### config.mk
export PLATFORM = sky130hd
export DESIGN_NAME = mat_operand_fetch
export DESIGN_NICKNAME = d
export VERILOG_FILES = /design/src/rtl/mat_operand_fetch_pkg.sv /design/src/rtl/mat_fetch_fifo2.sv /design/src/rtl/mat_operand_fetch.sv
export SDC_FILE = /design/constraint.sdc
export NUM_CORES = 1
export LEC_CHECK = 0
export ABC_CLOCK_PERIOD_IN_PS = 2900
export CAP_MARGIN = 30
export CORE_MARGIN = 2
export CORE_UTILIZATION = 46
export CTS_BUF_LIST = sky130_fd_sc_hd__clkbuf_8
export DETAILED_ROUTE_END_ITERATION = 12
export GPL_TIMING_DRIVEN = 0
export HOLD_SLACK_MARGIN = 0.05
export PLACE_DENSITY_LB_ADDON = 0.08
export SETUP_SLACK_MARGIN = 0.05
export SLEW_MARGIN = 20
export SYNTH_ARGS = -nofsm -noshare
export SYNTH_HDL_FRONTEND = slang
export SYNTH_SLANG_ARGS = --single-unit
### constraint.sdc
create_clock -name clk -period 2.9 [get_ports clk]
set_input_delay 0.58 -clock clk [delete_from_list [all_inputs] [get_ports clk]]
set_output_delay 0.58 -clock clk [all_outputs]
set_load 0.03 [all_outputs]
### src/rtl/mat_operand_fetch_pkg.sv
// +-------------------------------------------------------------------+
// | mat_operand_fetch_pkg : shared types/helpers for operand fetch    |
// | Rev 1.0                                                           |
// +-------------------------------------------------------------------+
`default_nettype none

package mat_operand_fetch_pkg;

  typedef enum logic [1:0] {
    ST_IDLE  = 2'd0,
    ST_FETCH = 2'd1,
    ST_DRAIN = 2'd2,
    ST_DONE  = 2'd3
  } fetch_state_t;

  function automatic int elems_of(input int n);
    return n * n;
  endfunction

  // Source element offset for B lane l = (r,c); transposed reads element (c,r).
  function automatic int b_lane_src(input int n, input int l, input logic trans);
    return trans ? ((l % n) * n + (l / n)) : l;
  endfunction

endpackage

`default_nettype wire

### src/rtl/mat_fetch_fifo2.sv
// +-------------------------------------------------------------------+
// | mat_fetch_fifo2 : 2-entry FIFO, head visible on o_data            |
// | Rev 1.0                                                           |
// +-------------------------------------------------------------------+
`default_nettype none

module mat_fetch_fifo2 #(
  parameter int W = 8
) (
  input  logic         clk,
  input  logic         rst,
  input  logic         i_push,
  input  logic [W-1:0] i_data,
  input  logic         i_pop,
  output logic [W-1:0] o_data,
  output logic         o_valid,
  output logic [1:0]   o_occ
);

  logic [W-1:0] r_mem [2];
  logic         r_wp;
  logic         r_rp;
  logic [1:0]   r_occ;

  always_ff @(posedge clk) begin
    if (rst) begin
      r_mem[0] <= '0;
      r_mem[1] <= '0;
      r_wp     <= 1'b0;
      r_rp     <= 1'b0;
      r_occ    <= 2'd0;
    end else begin
      if (i_push) begin
        r_mem[r_wp] <= i_data;
        r_wp        <= ~r_wp;
      end
      if (i_pop) r_rp <= ~r_rp;
      r_occ <= r_occ + {1'b0, i_push} - {1'b0, i_pop};
    end
  end

  assign o_data  = r_mem[r_rp];
  assign o_valid = (r_occ != 2'd0);
  assign o_occ   = r_occ;

endmodule

`default_nettype wire

### src/rtl/mat_operand_fetch.sv
// +-------------------------------------------------------------------+
// | mat_operand_fetch : streams NUM NxN A/B matrix pairs to multiplier |
// | Rev 1.0                                                           |
// +-------------------------------------------------------------------+
`default_nettype none

module mat_operand_fetch
  import mat_operand_fetch_pkg::*;
#(
  parameter int N  = 2,
  parameter int DW = 8,
  parameter int AW = 8,
  parameter int CW = 8
) (
  input  logic                clk,
  input  logic                rst,
  input  logic                i_start,
  input  logic [AW-1:0]       i_base_a,
  input  logic [AW-1:0]       i_base_b,
  input  logic [CW-1:0]       i_num,
  input  logic                i_trans_b,
  output logic                o_busy,
  output logic                o_done,
  output logic                o_rd_en,
  output logic [N*N*AW-1:0]   o_rd_addr_a,
  output logic [N*N*AW-1:0]   o_rd_addr_b,
  input  logic [N*N*DW-1:0]   i_rd_data_a,
  input  logic [N*N*DW-1:0]   i_rd_data_b,
  output logic                o_out_valid,
  input  logic                i_out_ready,
  output logic [N*N*DW-1:0]   o_out_a,
  output logic [N*N*DW-1:0]   o_out_b,
  output logic                o_out_last
);

  localparam int ELEMS = elems_of(N);
  localparam int LW    = ELEMS * DW;
  localparam int FW    = 2 * LW + 1;

  fetch_state_t  r_state;
  logic [CW-1:0] r_beat;
  logic [CW-1:0] r_num;
  logic [AW-1:0] r_base_a;
  logic [AW-1:0] r_base_b;
  logic          r_trans;
  logic          r_rd_q;
  logic          r_last_q;

  logic [FW-1:0] w_head;
  logic          w_valid;
  logic [1:0]    w_occ;
  logic          w_pop;
  logic [2:0]    w_pend;
  logic          w_fetch;
  logic          w_last_beat;
  logic [AW-1:0] w_beat_ofs;

  assign w_pop       = w_valid & i_out_ready;
  // Entries that will occupy the buffer after this cycle if nothing new is issued.
  assign w_pend      = {1'b0, w_occ} + {2'b00, r_rd_q} - {2'b00, w_pop};
  assign w_fetch     = (r_state == ST_FETCH);
  assign w_last_beat = (r_beat == r_num - CW'(1));
  assign w_beat_ofs  = AW'(r_beat) * AW'(ELEMS);

  assign o_rd_en = w_fetch && (w_pend < 3'd2);
  assign o_busy  = (r_state == ST_FETCH) || (r_state == ST_DRAIN);
  assign o_done  = (r_state == ST_DONE);

  always_ff @(posedge clk) begin
    if (rst) begin
      r_state  <= ST_IDLE;
      r_beat   <= '0;
      r_num    <= '0;
      r_base_a <= '0;
      r_base_b <= '0;
      r_trans  <= 1'b0;
      r_rd_q   <= 1'b0;
      r_last_q <= 1'b0;
    end else begin
      r_rd_q   <= o_rd_en;
      r_last_q <= o_rd_en && w_last_beat;
      case (r_state)
        ST_IDLE: begin
          if (i_start) begin
            r_base_a <= i_base_a;
            r_base_b <= i_base_b;
            r_num    <= i_num;
            r_trans  <= i_trans_b;
            r_beat   <= '0;
            r_state  <= (i_num == '0) ? ST_DONE : ST_FETCH;
          end
        end
        ST_FETCH: begin
          if (o_rd_en) begin
            r_beat <= r_beat + CW'(1);
            if (w_last_beat) r_state <= ST_DRAIN;
          end
        end
        ST_DRAIN: begin
          if (w_pend == 3'd0) r_state <= ST_DONE;
        end
        ST_DONE:  r_state <= ST_IDLE;
        default:  r_state <= ST_IDLE;
      endcase
    end
  end

  for (genvar l = 0; l < ELEMS; l++) begin : g_lane
    localparam int c_b_trans = b_lane_src(N, l, 1'b1);
    assign o_rd_addr_a[l*AW +: AW] = w_fetch ? (r_base_a + w_beat_ofs + AW'(l)) : '0;
    assign o_rd_addr_b[l*AW +: AW] = w_fetch ?
        (r_base_b + w_beat_ofs + (r_trans ? AW'(c_b_trans) : AW'(l))) : '0;
  end

  mat_fetch_fifo2 #(
    .W (FW)
  ) u_fifo (
    .clk     (clk),
    .rst     (rst),
    .i_push  (r_rd_q),
    .i_data  ({r_last_q, i_rd_data_a, i_rd_data_b}),
    .i_pop   (w_pop),
    .o_data  (w_head),
    .o_valid (w_valid),
    .o_occ   (w_occ)
  );

  assign o_out_valid = w_valid;
  assign o_out_a     = w_head[LW +: LW];
  assign o_out_b     = w_head[0 +: LW];
  assign o_out_last  = w_valid & w_head[FW-1];

endmodule

`default_nettype wire

Word level (Yosys, flattened, before mapping)
Memory sizes are Yosys's and may differ from the RTL's. A register that Yosys moved wholly into a read port is not among the register bits.
Cells that the tools add are included.
W data, S select, Z words.
{"block": "totals", "ff_bits": 41, "ramBits": 130, "input_bits": 93, "output_inout_bits": 133, "wordCells": 80, "memories": 1}
{"block": "op_classes", "addsub": 14, "order_cmp": 1, "n_eq_ne": 8, "n_mux": 29, "bitwise": 4, "n_reduce_logical": 12}
{"name": "u_fifo.r_mem", "depth": 2, "word_bits": 65, "read_ports": 1, "rd_clocked_by_memory_dff": 1, "write_ports": 2, "line": "mat_fetch_fifo2.sv:20", "rtl": "logic [W-1:0] r_mem [2];"}
{"op": "$mux W8", "n": 10}
{"op": "$mux W65", "n": 1}
{"op": "$reduce_or A65 Y1", "n": 1}
{"op": "$add A8 B2 Y8 const B", "n": 3}
{"op": "$add A8 B1 Y8 const B", "n": 2}
{"op": "$add A8 B2 Y8", "n": 2}
{"op": "$add A8 B8 Y8", "n": 2}
{"op": "$pmux W8 S2", "n": 1}
{"op": "$mux W2", "n": 7}
{"op": "$mux W1", "n": 9}
{"op": "$eq A8 B8 Y1", "n": 1}
{"op": "$logic_not A8 Y1", "n": 1}
{"op": "$pmux W2 S4", "n": 1}
{"op": "$sub A8 B1 Y8 const B", "n": 1}
{"op": "$eq A2 B2 Y1 const B", "n": 2}
{"op": "$ne A2 B1 Y1 const B", "n": 2}
{"op": "$ne A2 B2 Y1 const B", "n": 2}
{"op": "$reduce_and A4 Y1", "n": 1}
{"op": "$reduce_bool A2 Y1", "n": 2}
{"op": "$add A2 B1 Y3", "n": 1}
{"op": "$logic_not A3 Y1", "n": 1}
{"op": "$lt A3 B2 Y1 const B", "n": 1}
{"op": "$reduce_and A3 Y1", "n": 1}
{"op": "$sub A3 B1 Y3", "n": 1}
{"op": "9 further kinds", "n": 12}

Logic depth before layout (Yosys ltp)
{"block": "depth", "ltp_word": 7, "ltp_mapped": 13, "mapped_depth_nobuf": 13}

Hierarchy
From an unflattened synthesis, not the netlist that was laid out.
{"block": "hier_totals", "hier_cells": 891, "hier_area_um2": 9444.1}
{"module": "mat_fetch_fifo2", "n_inst": 1, "cells_per_inst": 441, "area_per_inst_um2": 6179.7, "seq_area_each_um2": 4003.8}
{"module": "mat_operand_fetch", "n_inst": 1, "cells_per_inst": 450, "area_per_inst_um2": 3264.4, "seq_area_each_um2": 740.7}

Worst setup path before layout
OpenSTA, ideal clock, no wires.
{"block": "synth_path", "path_type": "reg2out", "start": "register r_beat[0]", "end": "output port o_rd_addr_b[31]", "arrival_ns": 2.495, "required_time_ns": 2.320, "setup_slack_ns": -0.175, "stages_incl_launch_ff": 10, "n_path_buf": 2, "cell_sequence": "dfxtp_1 > ha_1 > fa_1 > clkbuf_1 > nand2_1 > nor2b_1 > clkbuf_1 > o2111ai_1 > xnor2_1 > nor2_1"}
{"block": "synth_between", "elab_chain_cells": 3}
{"item": "start: declaration", "line": "mat_operand_fetch.sv:41", "rtl": "logic [CW-1:0] r_beat;"}
{"item": "start signal: assignment", "line": "mat_operand_fetch.sv:95", "rtl": "r_beat <= r_beat + CW'(1);"}
{"item": "$add A8 B8 Y8", "line": "mat_operand_fetch.sv:112", "rtl": "(r_base_b + w_beat_ofs + (r_trans ? AW'(c_b_trans) : AW'(l))) : '0;"}
{"item": "$add A8 B2 Y8", "line": "mat_operand_fetch.sv:112"}
{"item": "$mux W8", "line": "mat_operand_fetch.sv:111", "rtl": "assign o_rd_addr_b[l*AW +: AW] = w_fetch ?"}
{"item": "end: declaration", "line": "mat_operand_fetch.sv:26", "rtl": "output logic [N*N*AW-1:0] o_rd_addr_b,"}
Every way passes these cells.

Final worst setup path
{"block": "layout_path", "start": "register r_beat[0]", "end": "output port o_rd_addr_b[15]"}
The elaborated chain is that of the path after synthesis.

==> results.md <==
| Group | Quantity | Value |
|:---|:---|:---|
| outcome | Outcome | complete, but fails checks |
| outcome | Failing checks | negative setup slack |
| detailed routing | Routed wire length | 22300 um |
| timing | Final Max Tran Viols | 0 |
| critical path | Data required time at the worst endpoint | 2.32 ns |
| timing | Relative max-transition margin | 64.7% |
| placement | Routability congestion estimate | 0.841 |
| timing | Time the final worst path needs with I/O delays and setup | 3.15 ns |
| critical path | Cell family contributing the most delay on the critical path | adder cells |
| timing | Setup violations, final | 24 |
| floorplan | Row Count | 51 |
| clock network | Buffers from clock root to sink, at most | 2 |
| global routing | Number of global-route vias before repair | 6844 |
| floorplan | Vertical die dimension | 144 um |
| clock network | Inserted Clock Buffers | 17 |
| global routing | GRT Total Usage | 21.6% |
| cells and area | Most frequent standard cell in the layout excluding fill and tap cells | sky130_fd_sc_hd__and2_1 |
| placement | Minimum setup slack after placement | -0.921 ns |
| floorplan | Core Area | 19300 sq um |
| critical path | Register-to-register setup slack | 0.19 ns |
| floorplan | Effective utilization at floorplan | 46.6% |
| detailed routing | Post-route antenna net violation count | 0 |
| critical path | Reg2Reg Capture Point | r_beat[5] |
| clock network | # clock sinks | 172 |
| placement | IO buf count | 225 |
| detailed routing | DRC violations left | 0 |
| logic synthesis | Post-synthesis area per instance | 11.2 sq um |
| clock network | Clock root buffer master | sky130_fd_sc_hd__clkbuf_8 |
| cells and area | Post-layout instance count excluding filler cells | 1381 |
| timing | Worst Slack Setup Final | -0.247 ns |
| floorplan | Die width | 144 um |
| logic synthesis | Mapped Cells | 804 |
| worst hold path | Worst hold path type | flip-flop to flip-flop |
| logic synthesis | Synth Net Count | 930 |
| cells and area | Highest-count cells in the layout ignoring fill and taps | sky130_fd_sc_hd__and2_1, sky130_fd_sc_hd__edfxtp_1, sky130_fd_sc_hd__clkdlybuf4s50_1, sky130_fd_sc_hd__mux2_2, sky130_fd_sc_hd__buf_4 |
| cells and area | Fin nets | 1228 |
| worst hold path | Startpoint of the most critical hold path | r_base_b[5] |
| timing | Setup repair after global routing missed its margin | true |
| global routing | Wire length of the first global-routing pass | 34400 um |
| timing | Final count of hold timing violations | 0 |
| cells and area | Post-layout instance area | 12900 sq um |
| logic synthesis | Register area share after synthesis | 52.7% |
| power and ir drop | Post-route total power | 9.71 mW |
| power and ir drop | Max VDD drop | 0.000392 V |
| detailed routing | Via count | 6898 |
| clock network | Clock tree from TritonCTS | yes |
| critical path | CP startpoint kind | flip-flop |
| logic synthesis | Flip-flop and latch count after synthesis | 172 |
| clock network | Clock latency reported for the late side of the worst-skew pair | 0.46 ns |
| critical path | Depth of the most critical reg-to-reg path | 15 |
| critical path | Worst path cell trace | ha_4 > fa_2 > a21o_1 > a21oi_2 > xnor2_2 > nand4_1 > xnor2_1 > nor2_2 > buf_6 |
| global routing | Sum of overflow across all layers after global routing | 0 |
| cells and area | Fraction of final layout cells with drive strength greater than 1 | 30.5% |
| cells and area | Finished Core Util | 66.6% |
| critical path | Max stage delay on crit path | 0.39 ns |
| critical path | Critical path buffers and inverters | 1 |
| logic synthesis | EDFF count, synth | 130 |
| placement | Dpl hpwl | 15200 um |
| critical path | RR Startpoint | u_fifo.o_occ[1] |
| placement | # placed instances | 1296 |
| detailed routing | Pre-Repair DR Iteration Count | 5 |
| critical path | Library cell contributing the largest single delay on the critical path | sky130_fd_sc_hd__dfxtp_4 |
| logic synthesis | Area of the mapped netlist | 9010 sq um |
| flow run | Max-cap viol count | 0 |
| floorplan | Die Outline Area | 20700 sq um |
| placement | DP Area | 11700 sq um |
| cells and area | Area Growth Syn to Fin | 43.1% |
| timing | Worst-Margin Slew | 0.530 ns |
| logic synthesis | Synthesis Warnings | 0 |
| floorplan | IO Pins | 226 |
| worst hold path | Worst Hold Endpoint | r_base_b[5] |
| detailed routing | Drt via density | 4.99 |
| logic synthesis | Synth unique cells | 54 |
| timing | Highest Clock Rate | 0.318 GHz |
| critical path | Critical Path AT | 2.57 ns |
| critical path | Capturing element type of the critical path | primary output |
| clock network | Clock edge transition at the registers on the reported setup and hold paths | 0.10 ns |
| critical path | Critical-path maximum fanout | 5 |
| logic synthesis | Fraction of synthesis flops using an asynchronous set or reset pin | 0% |
| critical path | Critical Setup Path Class | flip-flop to primary output |
| clock network | Number of levels in the clock H-tree | 4 |
| power and ir drop | Leakage power | 5.31 nW |
| detailed routing | Average wire length per cell after detail routing | 16.1 um |
| worst hold path | Worst hold path cell count | 2 |
| global routing | Largest net degree at the start of global routing | 49 |
| timing | Final worst path period share | 109% |
| power and ir drop | Total power density per cell area | 754 nW/um^2 |
| global routing | Initial antenna violation count | 0 |
| detailed routing | DRT iter0 DRCs | 291 |
| timing | Clock tree skew after final layout | 0.0105 ns |
| logic synthesis | Top FF cell, synth | sky130_fd_sc_hd__edfxtp_1 |
flip-flops by register name (all words and copies together), names as in the netlist, named ones only:
signal,count
r_state,2
r_rd_q,1
r_trans,1
u_fifo.o_occ,2
u_fifo.r_wp,1
u_fifo.r_mem,130
r_last_q,1
r_base_b,8
r_beat,8
u_fifo.r_rp,1
r_base_a,8
r_num,8
per-layer routing:
metal / GRT usage, % / part of all wire, % / up-vias
li1: - / - / 3361
met2: 38.1 / 52 / 177
met3: 4.07 / 5.2 / 31
met4: 8.20 / 1.9 / 0
met5: 0 / 0 / -
met1: 26.1 / 41 / 3329
repair_timing:
action | CTS | global route
gates resized for setup | 448 | 70
endpoints found under the setup margin | 133 | 68
gates cloned | 2 | 0
hold buffers | 0 | 0
pin swaps | 39 | 42
buffers inserted | 49 | 19
how the worst max path moves through the flow:
stage	cells after the start	startpoint	slack [ns]	endpoint
2_1_floorplan	7	r_beat[1]	-0.01	o_rd_addr_b[31]
3_3_place_gp	3	rst	-1.11	u_fifo.r_mem[0][45]
3_5_place_dp	11	i_out_ready	-0.92	o_rd_en
4_1_cts	9	r_beat[0]	-0.26	o_rd_addr_b[15]
5_1_grt	9	r_beat[0]	-0.40	o_rd_addr_b[15]
6_report	9	r_beat[0]	-0.25	o_rd_addr_b[15]
cell usage after synthesis (3+ instances only):
cell                         n  area (sq um)
sky130_fd_sc_hd__clkbuf_1   38           143
sky130_fd_sc_hd__nor2b_1     3          18.8
sky130_fd_sc_hd__edfxtp_1  130          3900
sky130_fd_sc_hd__inv_1      19          71.3
sky130_fd_sc_hd__nand3b_1    3          22.5
sky130_fd_sc_hd__dfxtp_1    42           841
sky130_fd_sc_hd__fa_1        5           100
sky130_fd_sc_hd__nand4b_1    4          35.0
sky130_fd_sc_hd__ha_1       28           350
sky130_fd_sc_hd__a21o_1     12          90.1
sky130_fd_sc_hd__nand4_1     9          56.3
sky130_fd_sc_hd__nor3_1      4          20.0
sky130_fd_sc_hd__nor2_1     63           236
sky130_fd_sc_hd__xnor2_1    18           158
sky130_fd_sc_hd__a21oi_1    38           190
sky130_fd_sc_hd__xor2_1     40           350
sky130_fd_sc_hd__and2_1    147           920
sky130_fd_sc_hd__nand3_1     6          30.0
sky130_fd_sc_hd__o21ai_0     9          45.0
sky130_fd_sc_hd__nand2_1    69           259
sky130_fd_sc_hd__nor4_1      3          18.8
sky130_fd_sc_hd__mux2_2     64           721
sky130_fd_sc_hd__or3_1       3          18.8
sky130_fd_sc_hd__mux2i_1     4          40.0
sky130_fd_sc_hd__nor3b_1     3          22.5
cell families (layout without fill, tap and decap cells):
family / after synthesis / after routing / share of synthesized area [%]
simple gates: 330 / 330 / 19.6
flops: 172 / 172 / 52.7
compound gates: 77 / 77 / 5.50
mux: 68 / 68 / 8.45
buf+inv: 66 / 377 / 3.13
xor+xnor: 58 / 58 / 5.64
fa+ha+maj: 33 / 33 / 5.00
other cells: 0 / 1 / 0
worst register-to-register path: stages (launching register included):
cell,delay [ns]
sky130_fd_sc_hd__dfxtp_2,0.34
sky130_fd_sc_hd__inv_2,0.07
sky130_fd_sc_hd__nand2_2,0.05
sky130_fd_sc_hd__and2_4,0.15
sky130_fd_sc_hd__ha_4,0.26
sky130_fd_sc_hd__inv_2,0.04
sky130_fd_sc_hd__ha_4,0.14
sky130_fd_sc_hd__fa_2,0.35
sky130_fd_sc_hd__xor2_2,0.20
sky130_fd_sc_hd__buf_4,0.18
sky130_fd_sc_hd__a21oi_4,0.06
sky130_fd_sc_hd__buf_4,0.14
sky130_fd_sc_hd__nor2_4,0.13
sky130_fd_sc_hd__nand2_2,0.09
sky130_fd_sc_hd__or3_1,0.31
sky130_fd_sc_hd__a21oi_1,0.13
where the power goes:
part / leakage (nW) / switching [mW] / internal (mW) / total, mW
combinational: 3.42 / 2.77 / 2.10 / 4.87
clock: 0.195 / 0.994 / 0.641 / 1.64
sequential: 1.70 / 0.178 / 3.03 / 3.21
through the flow:
| step | hold slack (ns) | TNS [ns] |
|---|---|---|
| finish | 0.464 | -3.60 |
| global route | 0.504 | -7.12 |
| CTS | 0.468 | -4.12 |
| detailed placement | 0.454 | -34.81 |
| global placement | 0.448 | -154.55 |
| floorplan | 0.440 | -0.0101 |
area by class of cell:
type	instances	area (sq um)
antenna	1	2.50
buffer	43	254
clock buffer	17	234
clock inverter	15	151
fill	1563	6450
inverter	20	82.6
multi-input combinational	566	4450
sequential	172	4770
tap	265	332
timing repair buffer	282	2610
(Power assumes the default switching activity.)
